## config.mk

```make
export PLATFORM = sky130hd
export DESIGN_NAME = instruction_loader
export DESIGN_NICKNAME = d
export VERILOG_FILES = /design/src/rtl/instruction_pkg.sv /design/src/rtl/byte_packer.sv /design/src/rtl/instruction_loader.sv
export SDC_FILE = /design/constraint.sdc
export NUM_CORES = 1
export LEC_CHECK = 0
export ABC_AREA = 0
export CAP_MARGIN = 20
export CORE_MARGIN = 3
export CORE_UTILIZATION = 45
export CTS_CLUSTER_DIAMETER = 120
export CTS_CLUSTER_SIZE = 20
export DETAILED_ROUTE_END_ITERATION = 8
export GPL_TIMING_DRIVEN = 1
export PLACE_DENSITY = 0.78
export SLEW_MARGIN = 20
export SYNTH_ARGS = -nofsm -noshare
export SYNTH_HDL_FRONTEND = slang
export SYNTH_HIERARCHICAL = 1
export SYNTH_SLANG_ARGS = --single-unit
```

## constraint.sdc

```tcl
create_clock -name clk -period 6 [get_ports clk]
set_clock_uncertainty 0.05 [all_clocks]
set_input_delay 1.2 -clock clk [delete_from_list [all_inputs] [get_ports clk]]
set_output_delay 1.2 -clock clk [all_outputs]
set_load 0.02 [all_outputs]
```

## src/rtl/instruction_pkg.sv

```systemverilog
// Shared definitions for the instruction loader: FSM encoding,
// default geometry and a byte-insert helper.
`timescale 1ns/1ps
package instruction_pkg;

  localparam int DEPTH_DEF  = 32;
  localparam int ADDR_W_DEF = 5;

  localparam logic [1:0] S_IDLE  = 2'd0;
  localparam logic [1:0] S_RECV  = 2'd1;
  localparam logic [1:0] S_WRITE = 2'd2;
  localparam logic [1:0] S_DONE  = 2'd3;

  function automatic logic [31:0] put_byte(
    input logic [31:0] word,
    input logic [1:0]  slot,
    input logic [7:0]  data
  );
    logic [31:0] r;
    r = word;
    r[{slot, 3'b000} +: 8] = data;
    return r;
  endfunction

endpackage

```

## src/rtl/byte_packer.sv

```systemverilog
// Assembles little-endian bytes into a 32-bit word.
// Slots not yet written stay zero because clear zeroes the word.
`timescale 1ns/1ps
module byte_packer
  import instruction_pkg::*;
(
  input  logic        clk,
  input  logic        rst,
  input  logic        i_clear,
  input  logic        i_load,
  input  logic [7:0]  i_byte,
  output logic [31:0] o_word,
  output logic        o_lastSlot
);

  logic [1:0]  r_idx;
  logic [31:0] r_word;

  always_ff @(posedge clk or posedge rst) begin
    if (rst) begin
      r_idx  <= 2'd0;
      r_word <= 32'd0;
    end else if (i_clear) begin
      r_idx  <= 2'd0;
      r_word <= 32'd0;
    end else if (i_load) begin
      r_idx  <= r_idx + 2'd1;
      r_word <= put_byte(r_word, r_idx, i_byte);
    end
  end

  assign o_word     = r_word;
  assign o_lastSlot = (r_idx == 2'd3);

endmodule

```

## src/rtl/instruction_loader.sv

```systemverilog
// Streams program bytes into instruction memory one word at a time,
// holding the processor off memory while a load is in progress.
`timescale 1ns/1ps
module instruction_loader
  import instruction_pkg::*;
#(
  parameter int DEPTH  = DEPTH_DEF,
  parameter int ADDR_W = ADDR_W_DEF
) (
  input  logic              clk,
  input  logic              rst,
  input  logic              start,
  input  logic [7:0]        byteIn,
  input  logic              byteValid,
  input  logic              byteLast,
  output logic              byteReady,
  output logic              writeEnable,
  output logic [31:0]       writeAddress,
  output logic [31:0]       writeData,
  output logic              busy,
  output logic              done,
  output logic              overflow,
  output logic [ADDR_W:0]   wordCount
);

  localparam logic [ADDR_W-1:0] LAST_IDX = ADDR_W'(DEPTH - 1);
  localparam logic [ADDR_W:0]   CNT_ONE  = (ADDR_W+1)'(1);
  localparam logic [ADDR_W-1:0] IDX_ONE  = ADDR_W'(1);

  logic [1:0]        r_state;
  logic [1:0]        w_next;
  logic [ADDR_W-1:0] r_index;
  logic [ADDR_W:0]   r_count;
  logic              r_overflow;
  logic              r_lastSeen;

  logic              w_recv;
  logic              w_write;
  logic              w_accept;
  logic              w_wordEnd;
  logic              w_startLoad;
  logic              w_clear;
  logic              w_lastSlot;
  logic              w_atTop;
  logic [31:0]       w_word;

  assign w_recv      = (r_state == S_RECV);
  assign w_write     = (r_state == S_WRITE);
  assign w_accept    = w_recv & byteValid;
  assign w_wordEnd   = w_accept & (byteLast | w_lastSlot);
  assign w_startLoad = (r_state == S_IDLE) & start;
  assign w_clear     = w_startLoad | w_write;
  assign w_atTop     = (r_index == LAST_IDX);

  byte_packer u_packer (
    .clk        (clk),
    .rst        (rst),
    .i_clear    (w_clear),
    .i_load     (w_accept),
    .i_byte     (byteIn),
    .o_word     (w_word),
    .o_lastSlot (w_lastSlot)
  );

  always_comb begin
    w_next = r_state;
    unique case (r_state)
      S_IDLE:  if (start) w_next = S_RECV;
      S_RECV:  if (w_wordEnd) w_next = S_WRITE;
      S_WRITE: begin
        if (r_lastSeen || w_atTop) w_next = S_DONE;
        else w_next = S_RECV;
      end
      S_DONE:  w_next = S_IDLE;
      default: w_next = S_IDLE;
    endcase
  end

  always_ff @(posedge clk or posedge rst) begin
    if (rst) begin
      r_state    <= S_IDLE;
      r_index    <= '0;
      r_count    <= '0;
      r_overflow <= 1'b0;
      r_lastSeen <= 1'b0;
    end else begin
      r_state <= w_next;
      if (w_startLoad) begin
        r_index    <= '0;
        r_count    <= '0;
        r_overflow <= 1'b0;
        r_lastSeen <= 1'b0;
      end
      if (w_accept && byteLast) r_lastSeen <= 1'b1;
      // the final slot saturates into overflow instead of wrapping
      if (w_write) begin
        r_count <= r_count + CNT_ONE;
        if (!r_lastSeen) begin
          if (w_atTop) r_overflow <= 1'b1;
          else r_index <= r_index + IDX_ONE;
        end
      end
    end
  end

  assign byteReady    = w_recv;
  assign writeEnable  = w_write;
  assign writeAddress = w_write ? 32'(r_index) : 32'd0;
  assign writeData    = w_write ? w_word : 32'd0;
  assign busy         = w_recv | w_write;
  assign done         = (r_state == S_DONE);
  assign overflow     = r_overflow;
  assign wordCount    = r_count;

endmodule

```

# After elaboration in Yosys (flattened, before gate mapping)
# Index checks and enable logic that the tools add are counted.
# word_totals
regBits,49
output_inout_bits,75
elab_cells,56
# op_classes
addsub,4
n_eq_ne,7
n_shift,2
n_mux,23
n_bitwise,6
n_reduce_logical,7
# op_table
op,count
$mux W32,3
$bwmux W32,1
$shift A8 B7 Y32 const A,1
$shiftx A8 B7 Y32,1
$mux W5,5
$mux W6,2
$mux W2,5
$pmux W2 S4,1
$neg A5 Y7,1
$add A6 B1 Y6 const B,1
$eq A2 B2 Y1 const B,3
$mux W1,6
$reduce_bool A2 Y1,3
$add A5 B1 Y5 const B,1
$eq A5 B5 Y1 const B,1
$and A1 B1 Y1,3
$or A1 B1 Y1,3
$add A2 B1 Y2 const B,1
$eq A2 B1 Y1 const B,1
$logic_not A2 Y1,1
$ne A2 B1 Y1 const B,1
$ne A2 B2 Y1 const B,1
$reduce_and A2 Y1,1
$logic_and A1 B1 Y1,1
$logic_or A1 B1 Y1,1

# Depth between registers and ports, before layout
# Gate-level depths: netlist (run 1).
# depth
ltp_word,6
depth_mapped,9
ltp_nobuf,6

# By module
# The synthesis (run 1) kept the hierarchy.
# modules_own_cells
module,n_inst,cells_per_inst,area_each_um2,seq_area_each_um2
byte_packer,1,124,1596.5,850.8
instruction_loader,1,151,1282.5,375.4

# Worst setup path before layout (run 1)
# Ideal clock, no wire load.
# synth_path
path_kind,register to output
start,register r_state[0]
end,output port writeData[23]
arrival_time_ns,1.523
required_time_ns,4.750
setup_slack_ns,3.227
path_stages_with_launch,6
path_cell_list,dfrtp_1 > inv_1 > ha_1 > buf_2 > clkbuf_1 > and2_1
# synth_between
elab_chain_len,2
# synth_lines
item,line_no,rtl
from (decl),instruction_loader.sv:30,logic [1:0] r_state;
from (signal assigned),instruction_loader.sv:87,r_state <= w_next;
$eq A2 B2 Y1,instruction_loader.sv:48,assign w_write = (r_state == S_WRITE);
net writeEnable,instruction_loader.sv:17,"output logic writeEnable,"
$mux W32,instruction_loader.sv:109,assign writeData = w_write ? w_word : 32'd0;
to (decl),instruction_loader.sv:19,"output logic [31:0] writeData,"
# The timed path passes the listed nets, and every way through them passes these cells.

# Worst setup path after layout (run 1)
# layout_path
start,register r_state[0]
end,output port writeAddress[4]
# layout_between
elab_chain_len,2
# layout_lines
item,line_no,rtl
$eq A2 B2 Y1,instruction_loader.sv:48,
$mux W5,instruction_loader.sv:108,assign writeAddress = w_write ? 32'(r_index) : 32'd0;
to (decl),instruction_loader.sv:18,"output logic [31:0] writeAddress,"
# No other way between the ends.

==> results of run 1 <==
## worst max-delay path, stage by stage (launching register included)
cell and delay (ps):
dfrtp_1 410, inv_1 150, ha_1 750, buf_4 340
and2_1 150, clkdlybuf4s50_1 600
## synth_stat cells, types with 2 or more instances
cell	instances	area share [%]
o21ai_1	3	0.52
a211oi_1	2	0.52
dfrtp_1	49	43
a22o_1	3	0.91
nand3_1	5	0.87
nor2_1	4	0.52
a21oi_1	5	0.87
clkbuf_2	2	0.35
nand2_1	15	2.0
ha_1	14	6.1
and2_1	39	8.5
o21ai_0	5	0.87
buf_1	2	0.26
nor2b_1	10	2.2
buf_2	2	0.35
a32o_1	23	8.0
clkbuf_1	6	0.78
buf_4	28	7.3
xor2_1	2	0.61
mux2i_1	3	1.0
o32ai_2	8	4.5
buf_6	4	1.6
or3b_1	2	0.61
inv_1	17	2.2
nand2b_1	2	0.43
## registers in the layout, summed over array words and instances (netlist names)
register / count
u_packer/o_word: 32
wordCount: 6
r_index: 5
r_state: 2
u_packer/r_idx: 2
overflow: 1
r_lastSeen: 1
## per-stage QoR
stage / area [µm²] / setup WS [ps]
2_1_floorplan: 2977 / 3227
3_3_place_gp: 3381 / 2418
3_5_place_dp: 3381 / 2337
4_1_cts: 3496 / 2005
5_1_grt: 3496 / 1860
6_report: 3496 / 2053
## power by group through the flow
stage	Sequential [mW]	Combinational (mW)	Clock, mW
floorplan	0.437	0.402	0
global placement	0.441	0.508	0
detailed placement	0.443	0.524	0
CTS	0.436	0.528	0.244
global route	0.444	0.581	0.258
finish	0.436	0.524	0.237
## layer usage
metal	part of all wire, %	up-vias
li1	-	1007
met1	44	1048
met2	49	61
met3	5.8	8
met4	1.1	0
met5	0	-
## logic make-up after synthesis
logic type / Yosys count / synth area share, %
flops: 49 / 42.59
compound gates: 59 / 19.08
buf+inv: 61 / 12.82
simple gates: 85 / 17.34
fa+ha+maj: 14 / 6.084
other cells: 1 / 0.1303
xor+xnor: 3 / 0.9128
mux: 3 / 1.043
## worst paths after layout
check / depth (start not counted) / from / endpoint / slack (ps)
min in group asynchronous: 2 / rst / wordCount[3] / 1260
worst max-delay path: 5 / r_state[0] / writeAddress[4] / 2050
worst min-delay path: 1 / wordCount[5] / wordCount[5] / 440
worst min register to register: 1 / wordCount[5] / wordCount[5] / 440
worst max register to register: 6 / r_state[0] / u_packer/o_word[12] / 3150
max in group asynchronous: 2 / rst / wordCount[5] / 4250
## area by class of cell
cell class / instances / area (µm²)
Inverter: 17 / 63.81
Clock buffer: 5 / 68.82
Sequential cell: 49 / 1226
Timing Repair Buffer: 62 / 615.6
Clock inverter: 3 / 46.29
Fill cell: 551 / 2565
Tap cell: 75 / 93.84
Multi-Input combinational cell: 191 / 1381
==> impl_metrics.tcl, run 1 <==
set metrics [dict create \
    drt.antenna.violating_nets 0 \
    maxSlewHeadroom_pct 41.89 \
    htreeDepth 2 \
    antenna_found_initial 0 \
    grt_pass1_wl_mm 10.32 \
    ys_ff_latch 49 \
    drive_gt1_share_pct 6.728 \
    yosysWarningCount 6 \
    cts_buffers 5 \
    first_pass_iters 4 \
    power_density_mw_per_mm2 342.4 \
    whs_ps 441.8 \
    io_pins 88 \
    grt_pass1_vias 2081 \
    required_ps 4750 \
    antenna_cells 0 \
    clk_path_buf_depth 2 \
    vias 2124 \
    synthArstFlopShare_pct 100.0 \
    status "finished clean" \
    avgSynthCellArea_um2 10.47 \
    synth.distinct_cells 45 \
    die_area_mm2 0.007393 \
    grtUsageTotal_pct 17.54 \
    hold_viol_final 0 \
    min_path_type "flop to flop" \
    timing.final.max_slew_violations 0 \
    maxCapViolations 0 \
    grt_overflow 0 \
    drc 0 \
    end_kind "output port" \
    postCtsResizedCells 0 \
    clock_latency_ps 290 \
    path_class "flop to output port" \
    cts.clk_slew.worst_paths_ps 80 \
    final_cell_count_no_fill 402 \
    die_h_um 85.99 \
    totalPowerFinal_mw 1.197 \
    gp_congestion 0.8218 \
    seqPwrFrac_pct 36.4 \
    vdd_drop_max_mv 0.1518 \
    start_kind "flop" \
    grt_use_met2_pct 28.31 \
    gr-max-usage-layer "met2" \
    cts-root-buf "clkbuf_8" \
    rsz0062_at_grt "false" \
    final_cell_mix "60 x clkdlybuf4s50_1, 49 x dfrtp_1, 39 x and2_1" \
    clock_power_share_pct 19.8 \
    die_x_um 85.99 \
    worstPathArrival_ps 2700 \
    portBuffers 60 \
    syn_to_final_growth_pct 21.43 \
    worst_pin_slew_ps 871.7 \
    cts.sinks 49 \
    netlist_area_mm2 0.002879 \
    pwr-share-comb_pct 43.7 \
    swShare_pct 41.89 \
    finalSetupTns_ps 0 \
    grt_max_degree 35 \
    drt_wl_total_mm 6.325 \
    cts.hold.buffers_added 0 \
    post_drt_wl_per_cell_um 15.73 \
    final_common_cell "clkdlybuf4s50_1" \
    fin_nets 353 \
    post_cts_buffers 0 \
    worst-path-max-fanout 32 \
    finalSetupViolations 0 \
    synth_ff_type "dfrtp_1" \
    ys_seq_area_share_pct 42.59 \
    placedCellCount 394 \
    num_rows 28 \
    intPower_uw 695.6 \
    avgViaCountPerCell 5.284 \
    finalCritPeriodShare_pct 65.78 \
    synth-edff-count 0 \
    drtIter0Drc 139 \
    grtUsageMet3_pct 3.939 \
    period_needed_ps 3947 \
    fmax_mhz 253.4 \
    initial_core_util_pct 47.50 \
    core_area_mm2 0.006061 \
    post-route-util_pct 57.68 \
    switchingPower_uw 501.4 \
    dp_hpwl_mm 4.501 \
    syn_inst 275 \
    met1_usage_pct 23.97 \
    cts_tree "done" \
    p_leak_nw 1.525 \
]
(Power assumes the default switching activity.)
==> run 2: changes to the inputs <==
Settings changed: CORE_UTILIZATION 45 to 43.
Clock period 6 ns to 3.2 ns, I/O delays scaled along.
==> impl_metrics.tcl, run 2 (synthesis results as in run 1) <==
set metrics [dict create \
    gp_congestion 0.7907 \
    io_pins 88 \
    drtIter0Drc 117 \
    finalCritPeriodShare_pct 87.58 \
    core_area_mm2 0.006422 \
    r2r_end "u_packer/o_word[5]" \
    slowest_stage "clkdlybuf4s50_1" \
    crit_buf_inv 3 \
    cts_buffers 5 \
    cts.hold.buffers_added 0 \
    post_cts_buffers 0 \
    antenna_found_initial 0 \
    portBuffers 60 \
    ff2ff_path_depth 8 \
    grt_max_degree 35 \
    first_pass_iters 4 \
    path_class "flop to output port" \
    syn_to_final_growth_pct 22.12 \
    clk_path_buf_depth 2 \
    maxCapViolations 0 \
    antenna_cells 0 \
    timing.final.max_slew_violations 0 \
    start_kind "flop" \
    path_delay_family "buffers and inverters" \
    clock_latency_ps 300 \
    finalSetupViolations 0 \
    hold_path_startpoint "u_packer/o_word[28]" \
    post_drt_wl_per_cell_um 14.94 \
    r2r-start "r_state[0]" \
    vdd_drop_max_mv 0.2837 \
    status "finished clean" \
    worstPathArrival_ps 2110 \
    cts-root-buf "clkbuf_8" \
    crit_chain "inv_1 -> ha_1 -> buf_4 -> and2_1 -> clkdlybuf4s50_1" \
    end_kind "output port" \
    post-route-util_pct 54.74 \
    path_depth 5 \
    grt_pass1_vias 2093 \
    die_x_um 87.83 \
    worst_pin_slew_ps 661.3 \
    fmax_mhz 356.8 \
    drt.antenna.violating_nets 0 \
    avgViaCountPerCell 5.316 \
    period_needed_ps 2803 \
    fin_nets 357 \
    whs_path_depth 1 \
    htreeDepth 2 \
    final_cell_mix "60 x clkdlybuf4s50_1, 49 x dfrtp_1, 39 x and2_1" \
    dp_hpwl_mm 4.494 \
    min_to "u_packer/o_word[28]" \
    maxSlewHeadroom_pct 55.91 \
    drt_wl_total_mm 6.097 \
    cts.clk_slew.worst_paths_ps 110 \
    min_path_type "flop to flop" \
    worst-path-max-fanout 32 \
    postCtsResizedCells 0 \
    r2r_slack_ps 850 \
    finalSetupTns_ps 0 \
    die_h_um 87.83 \
    rsz0062_at_grt "false" \
    grtUsageTotal_pct 16.46 \
    die_area_mm2 0.007713 \
    cts.sinks 49 \
    p_leak_nw 1.541 \
    final_common_cell "clkdlybuf4s50_1" \
    grt_overflow 0 \
    largest_reg_flops 32 \
    required_ps 2510 \
    grt_pass1_wl_mm 10.03 \
    drc 0 \
    cp_slowest_stage_delay_ps 600 \
    num_rows 29 \
    cts_tree "done" \
    vias 2169 \
    fillCellCount 591 \
    hold_viol_final 0 \
    initial_core_util_pct 44.83 \
    power_density_mw_per_mm2 630.8 \
    drive_gt1_share_pct 7.855 \
]
==> run 2: how the worst max path moves through the flow <==
stage                     from              end
global placement    r_state[0]  writeAddress[0]
finish              r_state[0]     writeData[3]
floorplan           r_state[0]    writeData[23]
detailed placement  r_state[0]     writeData[3]
global route        r_state[0]  writeAddress[2]
CTS                 r_state[0]     writeData[3]
==> run 2: worst register-to-register path, cell delays in order, from the launching register on <==
cell     delay, ps
dfrtp_1        400
inv_1          110
ha_1           230
buf_4          210
inv_1          140
nand2_1        150
buf_4          220
a21oi_1        530
a22o_1         240
==> run 2: stage by stage <==
stage / hold WS, ps / instance area (µm²) / power [mW] / setup WS (ps) / std cells
2_1_floorplan: 405.6 / 2977 / 1.574 / 986.9 / 301
3_3_place_gp: 418.4 / 3413 / 1.806 / 789.8 / 400
3_5_place_dp: 423.7 / 3413 / 1.838 / 711.8 / 400
4_1_cts: 445.7 / 3516 / 2.230 / 365.8 / 408
5_1_grt: 466.0 / 3516 / 2.381 / 248.5 / 408
6_report: 444.3 / 3516 / 2.218 / 397.3 / 408
==> run 2: per-layer routing <==
| metal | GRT usage [%] | routed length [µm] | vias up | share of wire (%) |
|---|---|---|---|---|
| met5 | 0 | 0 | - | 0 |
| met4 | 4.324 | 69 | 0 | 1.1 |
| met3 | 4.233 | 352 | 6 | 5.8 |
| met2 | 26.37 | 2973 | 73 | 49 |
| met1 | 22.22 | 2701 | 1072 | 44 |
| li1 | - | - | 1018 | - |
==> run 2: layout make-up <==
type	count	area [µm²]	share of cell area [%]
flip-flops and latches	49	1226	34.88
multi-input cells	191	1381	39.29
well taps	77	96.34	2.740
clock buffers	5	68.82	1.957
inverters	17	63.81	1.815
clock inverters	3	33.78	0.9609
repair buffers	66	645.6	18.36
==> run 2: where the power goes <==
part / switching (mW) / total [mW] / internal (mW)
logic: 0.629 / 1.00 / 0.374
registers: 0.102 / 0.820 / 0.719
clock network: 0.231 / 0.394 / 0.163
==> run 3: changes to the inputs <==
Settings changed: CAP_MARGIN 20 to unset, SETUP_SLACK_MARGIN set to 0.2.
==> results of run 3 <==
No change in the layout: final DEF, timing and power equal those of run 2.
